<file path="src/rtl/uart_rx_fifo_if.sv">
// ----------------------------------------------------------------------------
// uart_rx_fifo_if
// Purpose : bundles the receive-side write port, host-side read port, control
//           inputs and status outputs of the UART receive FIFO.
// Ports   : master modport - driven by the UART receiver / host (writes
//                            strobes and controls, observes status)
//           slave modport  - used by uart_rx_fifo (consumes strobes and
//                            controls, drives head data and status)
// Signals : wr_en, wdata, w_frame_err, w_parity_err  - receive write side
//           rd_en                                     - host pop strobe
//           flush, ovr_clr, rx_trig                   - control
//           rdata, rd_frame_err, rd_parity_err        - show-ahead head entry
//           fifo_full, fifo_empty, count, overrun,
//           rx_trig_irq                               - status
// ----------------------------------------------------------------------------
interface uart_rx_fifo_if #(
  parameter int DEPTH  = 16,
  parameter int DATA_W = 8
);
  localparam int CW = $clog2(DEPTH) + 1;

  logic              wr_en;
  logic [DATA_W-1:0] wdata;
  logic              w_frame_err;
  logic              w_parity_err;
  logic              rd_en;
  logic              flush;
  logic              ovr_clr;
  logic [1:0]        rx_trig;
  logic [DATA_W-1:0] rdata;
  logic              rd_frame_err;
  logic              rd_parity_err;
  logic              fifo_full;
  logic              fifo_empty;
  logic [CW-1:0]     count;
  logic              overrun;
  logic              rx_trig_irq;

  modport master (
    output wr_en, wdata, w_frame_err, w_parity_err, rd_en, flush, ovr_clr, rx_trig,
    input  rdata, rd_frame_err, rd_parity_err, fifo_full, fifo_empty, count,
           overrun, rx_trig_irq
  );

  modport slave (
    input  wr_en, wdata, w_frame_err, w_parity_err, rd_en, flush, ovr_clr, rx_trig,
    output rdata, rd_frame_err, rd_parity_err, fifo_full, fifo_empty, count,
           overrun, rx_trig_irq
  );
endinterface

</file>
<file path="src/rtl/uart_rx_fifo.sv">
// ----------------------------------------------------------------------------
// uart_rx_fifo
// Purpose : circular receive FIFO for a UART. Each entry stores the received
//           character together with its frame and parity error flags. The
//           head entry is presented with zero latency (show-ahead). Tracks a
//           sticky overrun flag and a programmable occupancy trigger.
// Ports   : clk - rising-edge clock
//           rst - asynchronous active-high reset
//           bus - uart_rx_fifo_if.slave (write/read strobes, controls, status)
// ----------------------------------------------------------------------------
module uart_rx_fifo #(
  parameter int DEPTH  = 16,
  parameter int DATA_W = 8
) (
  input logic           clk,
  input logic           rst,
  uart_rx_fifo_if.slave bus
);

  localparam int AW = $clog2(DEPTH);
  localparam int CW = AW + 1;
  localparam int EW = DATA_W + 2;
  // Trigger levels are compared in a wider domain so the fixed level 8 never
  // aliases when DEPTH is small.
  localparam int LW = CW + 3;

  logic [EW-1:0] mem_q [DEPTH];
  logic [AW-1:0] wr_ptr_q, wr_ptr_d;
  logic [AW-1:0] rd_ptr_q, rd_ptr_d;
  logic [CW-1:0] count_q, count_d;
  logic          overrun_q, overrun_d;

  logic          full_s;
  logic          empty_s;
  logic          do_wr_s;
  logic          do_rd_s;
  logic          ovr_evt_s;
  logic [EW-1:0] head_s;
  logic [LW-1:0] trig_level_s;

  assign full_s  = (count_q == CW'(DEPTH));
  assign empty_s = (count_q == {CW{1'b0}});

  // A write is accepted when not full, or when full but a pop frees the slot
  // in the same cycle. Flush overrides both strobes.
  assign do_wr_s   = bus.wr_en & (~full_s | bus.rd_en) & ~bus.flush;
  assign do_rd_s   = bus.rd_en & ~empty_s & ~bus.flush;
  assign ovr_evt_s = bus.wr_en & full_s & ~bus.rd_en & ~bus.flush;

  // Next-state for pointers, occupancy and the sticky overrun flag
  always_comb begin
    wr_ptr_d  = wr_ptr_q;
    rd_ptr_d  = rd_ptr_q;
    count_d   = count_q;
    overrun_d = overrun_q;

    if (bus.flush) begin
      wr_ptr_d = {AW{1'b0}};
      rd_ptr_d = {AW{1'b0}};
      count_d  = {CW{1'b0}};
    end else begin
      if (do_wr_s) begin
        wr_ptr_d = wr_ptr_q + AW'(1);
      end else begin
        wr_ptr_d = wr_ptr_q;
      end
      if (do_rd_s) begin
        rd_ptr_d = rd_ptr_q + AW'(1);
      end else begin
        rd_ptr_d = rd_ptr_q;
      end
      case ({do_wr_s, do_rd_s})
        2'b10:   count_d = count_q + CW'(1);
        2'b01:   count_d = count_q - CW'(1);
        default: count_d = count_q;
      endcase
    end

    // A new overrun event wins over a coincident clear.
    if (ovr_evt_s) begin
      overrun_d = 1'b1;
    end else if (bus.ovr_clr) begin
      overrun_d = 1'b0;
    end else begin
      overrun_d = overrun_q;
    end
  end

  // Control state register with asynchronous reset
  always_ff @(posedge clk or posedge rst) begin
    if (rst) begin
      wr_ptr_q  <= {AW{1'b0}};
      rd_ptr_q  <= {AW{1'b0}};
      count_q   <= {CW{1'b0}};
      overrun_q <= 1'b0;
    end else begin
      wr_ptr_q  <= wr_ptr_d;
      rd_ptr_q  <= rd_ptr_d;
      count_q   <= count_d;
      overrun_q <= overrun_d;
    end
  end

  // Entry storage; contents are not reset because occupancy governs validity
  always_ff @(posedge clk) begin
    if (do_wr_s) begin
      mem_q[wr_ptr_q] <= {bus.w_frame_err, bus.w_parity_err, bus.wdata};
    end
  end

  assign head_s = mem_q[rd_ptr_q];

  // Trigger level decode from rx_trig
  always_comb begin
    trig_level_s = {LW{1'b0}};
    case (bus.rx_trig)
      2'b00:   trig_level_s = LW'(1);
      2'b01:   trig_level_s = LW'(4);
      2'b10:   trig_level_s = LW'(8);
      2'b11:   trig_level_s = LW'(DEPTH - 2);
      default: trig_level_s = LW'(1);
    endcase
  end

  // Head entry is forced to zero when empty so stale storage never leaks out.
  assign bus.rdata         = empty_s ? {DATA_W{1'b0}} : head_s[DATA_W-1:0];
  assign bus.rd_parity_err = empty_s ? 1'b0 : head_s[DATA_W];
  assign bus.rd_frame_err  = empty_s ? 1'b0 : head_s[DATA_W+1];
  assign bus.fifo_full     = full_s;
  assign bus.fifo_empty    = empty_s;
  assign bus.count         = count_q;
  assign bus.overrun       = overrun_q;
  assign bus.rx_trig_irq   = (LW'(count_q) >= trig_level_s);

endmodule
</file>
<file path="src/flat_wrapper.sv">
// flat-port wrapper written by rule: the top's interface ports become plain ports
module uart_rx_fifo_flat 
#(
  parameter int DEPTH  = 16,
  parameter int DATA_W = 8
)
  (clk, rst, bus_wr_en, bus_wdata, bus_w_frame_err, bus_w_parity_err, bus_rd_en, bus_flush, bus_ovr_clr, bus_rx_trig, bus_rdata, bus_rd_frame_err, bus_rd_parity_err, bus_fifo_full, bus_fifo_empty, bus_count, bus_overrun, bus_rx_trig_irq);
  uart_rx_fifo_if #(.DEPTH(DEPTH), .DATA_W(DATA_W)) bus_i ();
  input logic clk;
  input logic rst;
  input wire logic [$bits(bus_i.wr_en)-1:0] bus_wr_en;
  input wire logic [$bits(bus_i.wdata)-1:0] bus_wdata;
  input wire logic [$bits(bus_i.w_frame_err)-1:0] bus_w_frame_err;
  input wire logic [$bits(bus_i.w_parity_err)-1:0] bus_w_parity_err;
  input wire logic [$bits(bus_i.rd_en)-1:0] bus_rd_en;
  input wire logic [$bits(bus_i.flush)-1:0] bus_flush;
  input wire logic [$bits(bus_i.ovr_clr)-1:0] bus_ovr_clr;
  input wire logic [$bits(bus_i.rx_trig)-1:0] bus_rx_trig;
  output wire logic [$bits(bus_i.rdata)-1:0] bus_rdata;
  output wire logic [$bits(bus_i.rd_frame_err)-1:0] bus_rd_frame_err;
  output wire logic [$bits(bus_i.rd_parity_err)-1:0] bus_rd_parity_err;
  output wire logic [$bits(bus_i.fifo_full)-1:0] bus_fifo_full;
  output wire logic [$bits(bus_i.fifo_empty)-1:0] bus_fifo_empty;
  output wire logic [$bits(bus_i.count)-1:0] bus_count;
  output wire logic [$bits(bus_i.overrun)-1:0] bus_overrun;
  output wire logic [$bits(bus_i.rx_trig_irq)-1:0] bus_rx_trig_irq;
  assign bus_i.wr_en = bus_wr_en;
  assign bus_i.wdata = bus_wdata;
  assign bus_i.w_frame_err = bus_w_frame_err;
  assign bus_i.w_parity_err = bus_w_parity_err;
  assign bus_i.rd_en = bus_rd_en;
  assign bus_i.flush = bus_flush;
  assign bus_i.ovr_clr = bus_ovr_clr;
  assign bus_i.rx_trig = bus_rx_trig;
  assign bus_rdata = bus_i.rdata;
  assign bus_rd_frame_err = bus_i.rd_frame_err;
  assign bus_rd_parity_err = bus_i.rd_parity_err;
  assign bus_fifo_full = bus_i.fifo_full;
  assign bus_fifo_empty = bus_i.fifo_empty;
  assign bus_count = bus_i.count;
  assign bus_overrun = bus_i.overrun;
  assign bus_rx_trig_irq = bus_i.rx_trig_irq;
  uart_rx_fifo #(.DEPTH(DEPTH), .DATA_W(DATA_W)) u_core (.clk(clk), .rst(rst), .bus(bus_i));
endmodule
</file>
<file path="config.mk">
export PLATFORM = sky130hd
export DESIGN_NAME = uart_rx_fifo_flat
export DESIGN_NICKNAME = d
export VERILOG_FILES = /design/src/rtl/uart_rx_fifo_if.sv /design/src/rtl/uart_rx_fifo.sv /design/src/flat_wrapper.sv
export SDC_FILE = /design/constraint.sdc
export NUM_CORES = 1
export LEC_CHECK = 0
export CORE_ASPECT_RATIO = 0.7
export CORE_UTILIZATION = 55
export CTS_CLUSTER_SIZE = 28
export DETAILED_ROUTE_END_ITERATION = 12
export PLACE_DENSITY = 0.81
export SYNTH_ARGS = -nofsm -noshare
export SYNTH_HDL_FRONTEND = slang
export SYNTH_SLANG_ARGS = --single-unit
export TNS_END_PERCENT = 50
</file>
<file path="constraint.sdc">
create_clock -name clk -period 2.7 [get_ports clk]
set_input_delay 0.54 -clock clk [delete_from_list [all_inputs] [get_ports clk]]
set_output_delay 0.54 -clock clk [all_outputs]
set_load 0.03 [all_outputs]
</file>
# Yosys cells after proc, flatten, opt, wreduce, memory -nomap -nowiden
# Memories as Yosys holds them, arrays and structs flattened.
# Index checks and enable logic that the tools add are counted.
# Widths: inputs -> output; s select.
[word_totals]
n_memories = 1
ram_bits = 160
register_bits = 14
wordCells = 48
in_bits = 18
out_inout_bits = 19
[classes]
reduce_logical = 6
n_mux = 14
n_eq_ne = 6
order_cmp = 1
bitwise_logic = 12
n_addsub = 4
[memory_table]
columns = ["memory", "depth", "width", "read_ports", "rd_ports_with_merged_regs", "wr", "line", "source"]
rows = [
  ["u_core.mem_q", 16, 10, 1, 0, 1, "uart_rx_fifo.sv:27", "logic [EW-1:0] mem_q [DEPTH];"],
]
[ops]
columns = ["op", "n"]
rows = [
  ["$pmux 8 s4", 1],
  ["$mux 4", 4],
  ["$pmux 5 s2", 1],
  ["$add 4x1->4 const B", 2],
  ["$ge 5x8->1", 1],
  ["$mux 8", 1],
  ["$and 1x1->1", 7],
  ["$eq 2x2->1 const B", 3],
  ["$mux 1", 6],
  ["$reduce_bool 2->1", 3],
  ["$add 5x1->5 const B", 1],
  ["$eq 5x5->1 const B", 1],
  ["$logic_not 5->1", 1],
  ["$mux 5", 1],
  ["$sub 5x1->5 const B", 1],
  ["$eq 2x1->1 const B", 2],
  ["$not 1->1", 4],
  ["$reduce_bool 3->1", 1],
  ["$logic_not 2->1", 1],
  ["$or 1x1->1", 1],
]

# Depth between registers and ports, before layout
# Gate-level depths: netlist of run 1.
[logic_depth]
word_depth = 8
mapped_depth = 9
ltp_nobuf = 8

# Worst setup path before layout of run 1
# No wires, ideal clock.
[synth_timing]
path_kind = "reg2out"
start = "register u_core.count_q[1], in the netlist u_core.bus.count[1]"
end = "output port bus_rd_parity_err"
path_slack_ns = -0.127
required_ns = 2.160
path_stages_with_launch = 7
arrival_ns = 2.287
n_path_buf = 3
cell_sequence = "dfrtp_1 -> buf_6 -> or4_4 -> clkbuf_1 -> nor2_1 -> clkbuf_1 -> nor2b_1"
[synth_between]
elab_chain_len = 2
[synth_lines]
columns = ["item", "line", "source"]
rows = [
  ["start: declaration", "uart_rx_fifo.sv:30", "logic [CW-1:0] count_q, count_d;"],
  ["start signal: assignment", "uart_rx_fifo.sv:94", "count_q <= {CW{1'b0}};"],
  ["start signal: assignment", "uart_rx_fifo.sv:99", "count_q <= count_d;"],
  ["$logic_not 5->1", "uart_rx_fifo.sv:42", "assign empty_s = (count_q == {CW{1'b0}});"],
  ["net bus_fifo_empty", "flat_wrapper.sv:23", "output wire logic [$bits(bus_i.fifo_empty)-1:0] bus_fifo_empty;"],
  ["$mux 1", "uart_rx_fifo.sv:127", "assign bus.rd_parity_err = empty_s ? 1'b0 : head_s[DATA_W];"],
  ["end: declaration", "flat_wrapper.sv:21", "output wire logic [$bits(bus_i.rd_parity_err)-1:0] bus_rd_parity_err;"],
]
# The timed path passes the listed nets, and every way through them passes these cells.

# Final worst setup path of run 1
[layout_timing]
start = "register u_core.rd_ptr_q[0]"
end = "output port bus_rd_parity_err"
[layout_between]
elab_chain_len = 2
[layout_lines]
columns = ["item", "line", "source"]
rows = [
  ["start: declaration", "uart_rx_fifo.sv:29", "logic [AW-1:0] rd_ptr_q, rd_ptr_d;"],
  ["start signal: assignment", "uart_rx_fifo.sv:93", "rd_ptr_q <= {AW{1'b0}};"],
  ["start signal: assignment", "uart_rx_fifo.sv:98", "rd_ptr_q <= rd_ptr_d;"],
  ["$mem_v2 16x10", "--", ""],
  ["$mux 1", "uart_rx_fifo.sv:127", ""],
]
# Every way passes these cells.

==> impl_metrics.ini, run 1 <==
[sta]
fmax_mhz = 325
hold_slack_ps = 465
worst_pin_slew_ps = 582
hold_violations = 0
finClkSkew_ps = 5.88
setup_tns_ps = -3210
setup_ws_ps = -380
final_max_slew_viol_count = 0
rsz0062_at_grt = yes
fin_crit_sh_pct = 114
slew_headroom_pct = 61.1
setup_viol = 11
period_minus_slack_ps = 3080

[routing]
firstDrtPassIters = 9
wire_per_inst_um = 25.3
ant_nets = 0
dr_total_vias = 3985
viasPerCell = 6.15
routed.top_layer = met4
wl_met1_um = 6740
wl_met2_um = 8120
wl_um = 16400
drcViolationCount = 8
route.met3.wl_um = 1250
drt-initial-drc-count = 437

[synthesis]
synthCells = 368
netlist_area_um2 = 7190
yosysMostFrequentCell = edfxtp_1
ys.flop_type = edfxtp_1
synth_edf_count = 160
yosysTopAreaCell = edfxtp_1
async_flop_share_pct = 8.05
yosysWarnings = 0
synthTopCellsByArea = edfxtp_1, mux4_2, dfrtp_1
synth_nets = 396
netlist_top_cells_count = edfxtp_1, mux4_2, nor2_1
yosys.area.top_type_share_pct = 66.8
ys_seq_area_share_pct = 71.7
avgSynthCellArea_um2 = 19.5
synthDistinctLibCells = 43
synth-seq-cells = 174

[layout]
area_growth_syn_to_layout_pct = 24.6
drive_above_1_share_pct = 34.9
design_area_um2 = 8960
nNetsFinal = 501

[worst_setup_path]
start_kind = register
regToRegStartpoint = u_core.bus.count[1]
r2r_cells = 9
r2r_slack_ps = 100
worstPathArrival_ps = 2540
worstPathRequired_ps = 2160
crit_fanout = 7
reg2reg_to = u_core.bus.count[4]
end_kind = output port
setup.worst_path.class = reg2out

[job]
maxCapViolations = 0

[floorplan]
fp.dieArea_um2 = 13500
die_y_um = 97.7
core_um2 = 12600
initial_core_util_pct = 57.1
ios = 37
fp.dieW_um = 139
std_cell_rows = 34

[power_and_ir_drop]
power_density_nw_per_um2 = 890
power_mw = 7.98
switching_share_pct = 29.1
p_clk_share_pct = 32.1
p_leak_nw = 3.12
power_frac_seq_pct = 38.6
peakVddDrop_mv = 0.569
p_switching_mw = 2.33
p_int_mw = 5.65
pwr-share-comb_pct = 29.4

[clock_network]
cts_tree = yes
path_clk_slew_ps = 60
clock-sinks = 174
clock_path_buffers = 2
root_buffer = clkbuf_16
hold_buffers = 0
cts_buffers = 17
clk_latency_ps = 420
cts_max_level = 4

[global_routing]
antenna_found_initial = 2
gr-total-overflow = 0
grt_pass1_vias = 4091
grt_first_pass_wirelength_um = 24300
grt_max_degree = 23
grtUsageTotal_pct = 25.7

[outcome]
violations = DRC, setup timing
status = finished with violations

[place]
dpl-instance-area_um2 = 8170
gp_congestion = 0.824
numPortBuffers = 36
dp_hpwl_um = 10200

[hold_path]
hp-class = in2async
==> cell usage in the layout (no fill, tap or decap), types with 2 or more instances in the layout <==
master,count
clkbuf_16,18
buf_12,8
clkinv_2,2
ha_1,10
o211ai_1,6
buf_2,2
edfxtp_1,160
xnor2_1,3
inv_1,9
or4_1,3
clkdlybuf4s50_1,23
mux2i_1,3
nor4_1,2
inv_6,3
dfrtp_1,13
clkinvlp_4,2
mux4_2,50
a21o_1,5
nand2_1,6
xor2_1,4
bufinv_16,4
nor2b_1,10
or3_1,3
o21ai_1,2
buf_16,2
buf_4,66
nor3_1,5
nand2b_1,5
diode_2,2
o21a_1,3
clkinv_4,2
nor2_1,25
==> cell type report <==
class	instances	area, um^2
sequential	174	5160
fill	740	3630
multi-input combinational	165	1930
timing repair buffer	106	1020
inverter	9	33.8
clock inverter	13	189
clock buffer	17	425
tap	162	203
antenna	2	5.00
==> worst max-delay path: stages (launching register included) <==
cell and delay [ps]:
dfrtp_2 410, buf_12 120, buf_12 130, buf_8 120
mux4_2 510, mux4_2 510, nor2b_4 160, buf_6 140
==> power groups by stage <==
stage	clock network, mW	logic, mW	registers (mW)
6_report	2.56	2.34	3.08
5_1_grt	2.69	2.47	3.09
4_1_cts	2.57	2.30	3.08
3_5_place_dp	0	2.15	3.14
3_3_place_gp	0	2.11	3.13
2_1_floorplan	0	1.27	3.19
==> flip-flops by register name (all words and copies together), names as in the netlist <==
register / flops
u_core.rd_ptr_q: 4
u_core.mem_q: 160
u_core.bus.overrun: 1
u_core.wr_ptr_q: 4
u_core.bus.count: 5
==> how the worst max path moves through the flow <==
stage | depth (start not counted) | slack [ps] | start | endpoint
6_report | 7 | -380 | u_core.rd_ptr_q[0] | bus_rd_parity_err
2_1_floorplan | 9 | 70 | bus_wr_en | u_core.bus.count[4]
5_1_grt | 7 | -430 | u_core.rd_ptr_q[0] | bus_rd_parity_err
4_1_cts | 7 | -370 | u_core.rd_ptr_q[0] | bus_rdata[3]
3_5_place_dp | 8 | -540 | bus_rx_trig[1] | bus_rx_trig_irq
3_3_place_gp | 8 | -500 | bus_rx_trig[1] | bus_rx_trig_irq
==> per-stage QoR <==
step,utilization [%],setup WS (ps),cells
2_1_floorplan,-,69.2,368
5_1_grt,71.1,-432,646
3_5_place_dp,64.9,-545,605
6_report,71.2,-380,648
3_3_place_gp,64.9,-498,605
4_1_cts,71.0,-365,645
==> timing repair <==
| action | in CTS | in global routing |
|---|---|---|
| buffers inserted | 8 | 0 |
| gates cloned | 2 | 1 |
| endpoints found under the setup margin | 12 | 12 |
| resized for setup | 52 | 5 |
==> metal layers <==
layer,GRT usage [%],vias to the layer above
met5,0,-
met4,7.61,0
met3,7.49,18
met2,41.1,187
met1,34.7,2068
li1,-,1712
==> logic make-up after synthesis <==
kind of cell	after synthesis	synth area share (%)
adder cells (fa/ha/maj)	10	1.74
AND/OR/NAND/NOR	69	5.10
multiplexers	55	16.4
flip-flops	174	71.7
AO/OA/AOI/OAI	24	2.52
XOR/XNOR	7	0.852
buffers and inverters	29	1.69
Power figures use the tool's default switching activity.
==> run 2: changes to the inputs <==
==> constraint.sdc (replaced) <==
create_clock -name clk -period 3.5 [get_ports clk]
set_input_delay 0.7 -clock clk [delete_from_list [all_inputs] [get_ports clk]]
set_output_delay 0.7 -clock clk [all_outputs]
set_load 0.03 [all_outputs]
==> run 2 against run 1 <==
- the run now ends clean
- via count is 5.4% lower
- combinational power is 37% lower
- sequential power is 21% lower
- clock skew is 9.0 ps higher
- routed wire length is 9.7% lower
- power is 27% lower
- clock power is 24% lower
- sequential share of layout area is 3.0 points higher
- sequential cell count stayed put
- first-iteration DRC count is 5.5% higher
- final cell count is 6.6% lower
- die area stayed put
- critical endpoint is now bus_rdata[2]
==> impl_metrics.ini, run 2 (synthesis gave the netlist of run 1 again) <==
[clock_network]
hold_buffers = 0
clk_latency_ps = 430
cts_buffers = 17
cts_max_level = 4
cts_repair_resize_count = 11
clock-sinks = 174
path_clk_slew_ps = 70
root_buffer = clkbuf_16
clock_path_buffers = 2
cts_tree = yes
cts_setup_buffers = 0

[worst_setup_path]
r2r_cells = 8
start_kind = register
r2r_slack_ps = 890
startpoint = u_core.rd_ptr_q[0]
crit_end = bus_rdata[2]
worstPathRequired_ps = 2800
setup.worst_path.class = reg2out
crit_fanout = 20
reg2reg_to = u_core.bus.count[4]
regToRegStartpoint = u_core.bus.count[0]
end_kind = output port
worstPathArrival_ps = 2700

[global_routing]
antenna_found_initial = 0
grt_pass1_vias = 3784
grt_first_pass_wirelength_um = 22700
gr-total-overflow = 0
grt_max_degree = 37
grtUsageTotal_pct = 24.1

[sta]
setup_viol = 0
worst_pin_slew_ps = 619
fin_crit_sh_pct = 97.3
period_minus_slack_ps = 3400
finClkSkew_ps = 14.9
final_max_slew_viol_count = 0
slew_headroom_pct = 58.6
hold_slack_ps = 538
setup_tns_ps = 0
hold_violations = 0
rsz0062_at_grt = no
fmax_mhz = 294

[layout]
area_growth_syn_to_layout_pct = 18.4
fin_util_pct = 67.6
largest_reg_flops = 160
design_area_um2 = 8520
antenna_cells = 0
final_cell_mix = edfxtp_1, mux4_2, nor2_1, clkdlybuf4s50_1, buf_4
fill_cells = 792
nNetsFinal = 458
top_register = u_core.mem_q
drive_above_1_share_pct = 25.5
final_common_cell = edfxtp_1

[floorplan]
fp.dieW_um = 139
ios = 37
initial_core_util_pct = 57.1
std_cell_rows = 34
fp.dieArea_um2 = 13500
die_y_um = 97.7
core_um2 = 12600

[place]
gp_congestion = 0.802
dpl-instance-area_um2 = 7920
numPortBuffers = 36
dp_hpwl_um = 9270

[power_and_ir_drop]
power_density_nw_per_um2 = 684
power_mw = 5.82
peakVddDrop_mv = 0.356
p_leak_nw = 2.86

[hold_path]
hp-class = reg2reg
worstHoldStart = u_core.bus.overrun

[outcome]
status = completed

[routing]
dr_total_vias = 3771
drcViolationCount = 0
ant_nets = 0
viasPerCell = 6.23
firstDrtPassIters = 5
wire_per_inst_um = 24.5
wl_um = 14800
drt-initial-drc-count = 461

[job]
maxCapViolations = 0
[run 2: area by class of cell]
cell class,count,area (um^2),share of cell area (%)
well taps,162,203,2.38
flip-flops and latches,174,5160,60.5
repair buffers,63,599,7.04
clock buffers,18,429,5.04
clock inverters,14,180,2.12
inverters,9,33.8,0.397
multi-input cells,165,1920,22.5
[run 2: critical path, cell delays in order, from the launching register on]
cell and delay [ps]:
dfrtp_2 430, buf_12 220, mux4_2 580, mux4_2 520
nor2b_1 150, dlygate4sd2_1 350
[run 2: how the worst min path moves through the flow]
stage | endpoint | slack [ps] | cells after the start
2_1_floorplan | u_core.wr_ptr_q[1] | 560 | 2
3_3_place_gp | u_core.bus.overrun | 530 | 2
5_1_grt | u_core.bus.overrun | 580 | 2
4_1_cts | u_core.bus.overrun | 540 | 2
6_report | u_core.bus.overrun | 540 | 2
3_5_place_dp | u_core.bus.overrun | 530 | 2
[run 2: per-layer routing]
layer / up-vias / routed length [um] / GRT usage, %
met2: 157 / 6970 / 35.7
met3: 20 / 1100 / 7.10
met5: - / 0 / 0
met4: 0 / 248 / 9.15
li1: 1612 / - / -
met1: 1982 / 6490 / 34.3
[run 2: through the flow]
stage / setup slack [ps] / std cells
floorplan: 513 / 368
global placement: -34.4 / 573
detailed placement: -113 / 573
CTS: 79.3 / 605
global route: 50.5 / 605
finish: 95.2 / 605
[run 2: report_power, final]
group / internal (mW) / switching [mW] / total (mW)
sequential: 2.33 / 0.0923 / 2.42
combinational: 0.634 / 0.832 / 1.47
clock: 1.13 / 0.803 / 1.94
==> run 3: changes to the inputs <==
--- a/config.mk
+++ b/config.mk
@@ -10,6 +10,7 @@
 export CTS_CLUSTER_SIZE = 28
 export DETAILED_ROUTE_END_ITERATION = 12
 export PLACE_DENSITY = 0.81
+export SLEW_MARGIN = 20
 export SYNTH_ARGS = -nofsm -noshare
 export SYNTH_HDL_FRONTEND = slang
 export SYNTH_SLANG_ARGS = --single-unit
==> results of run 3 <==
Final layout, timing and power as in run 2 (identical DEF).
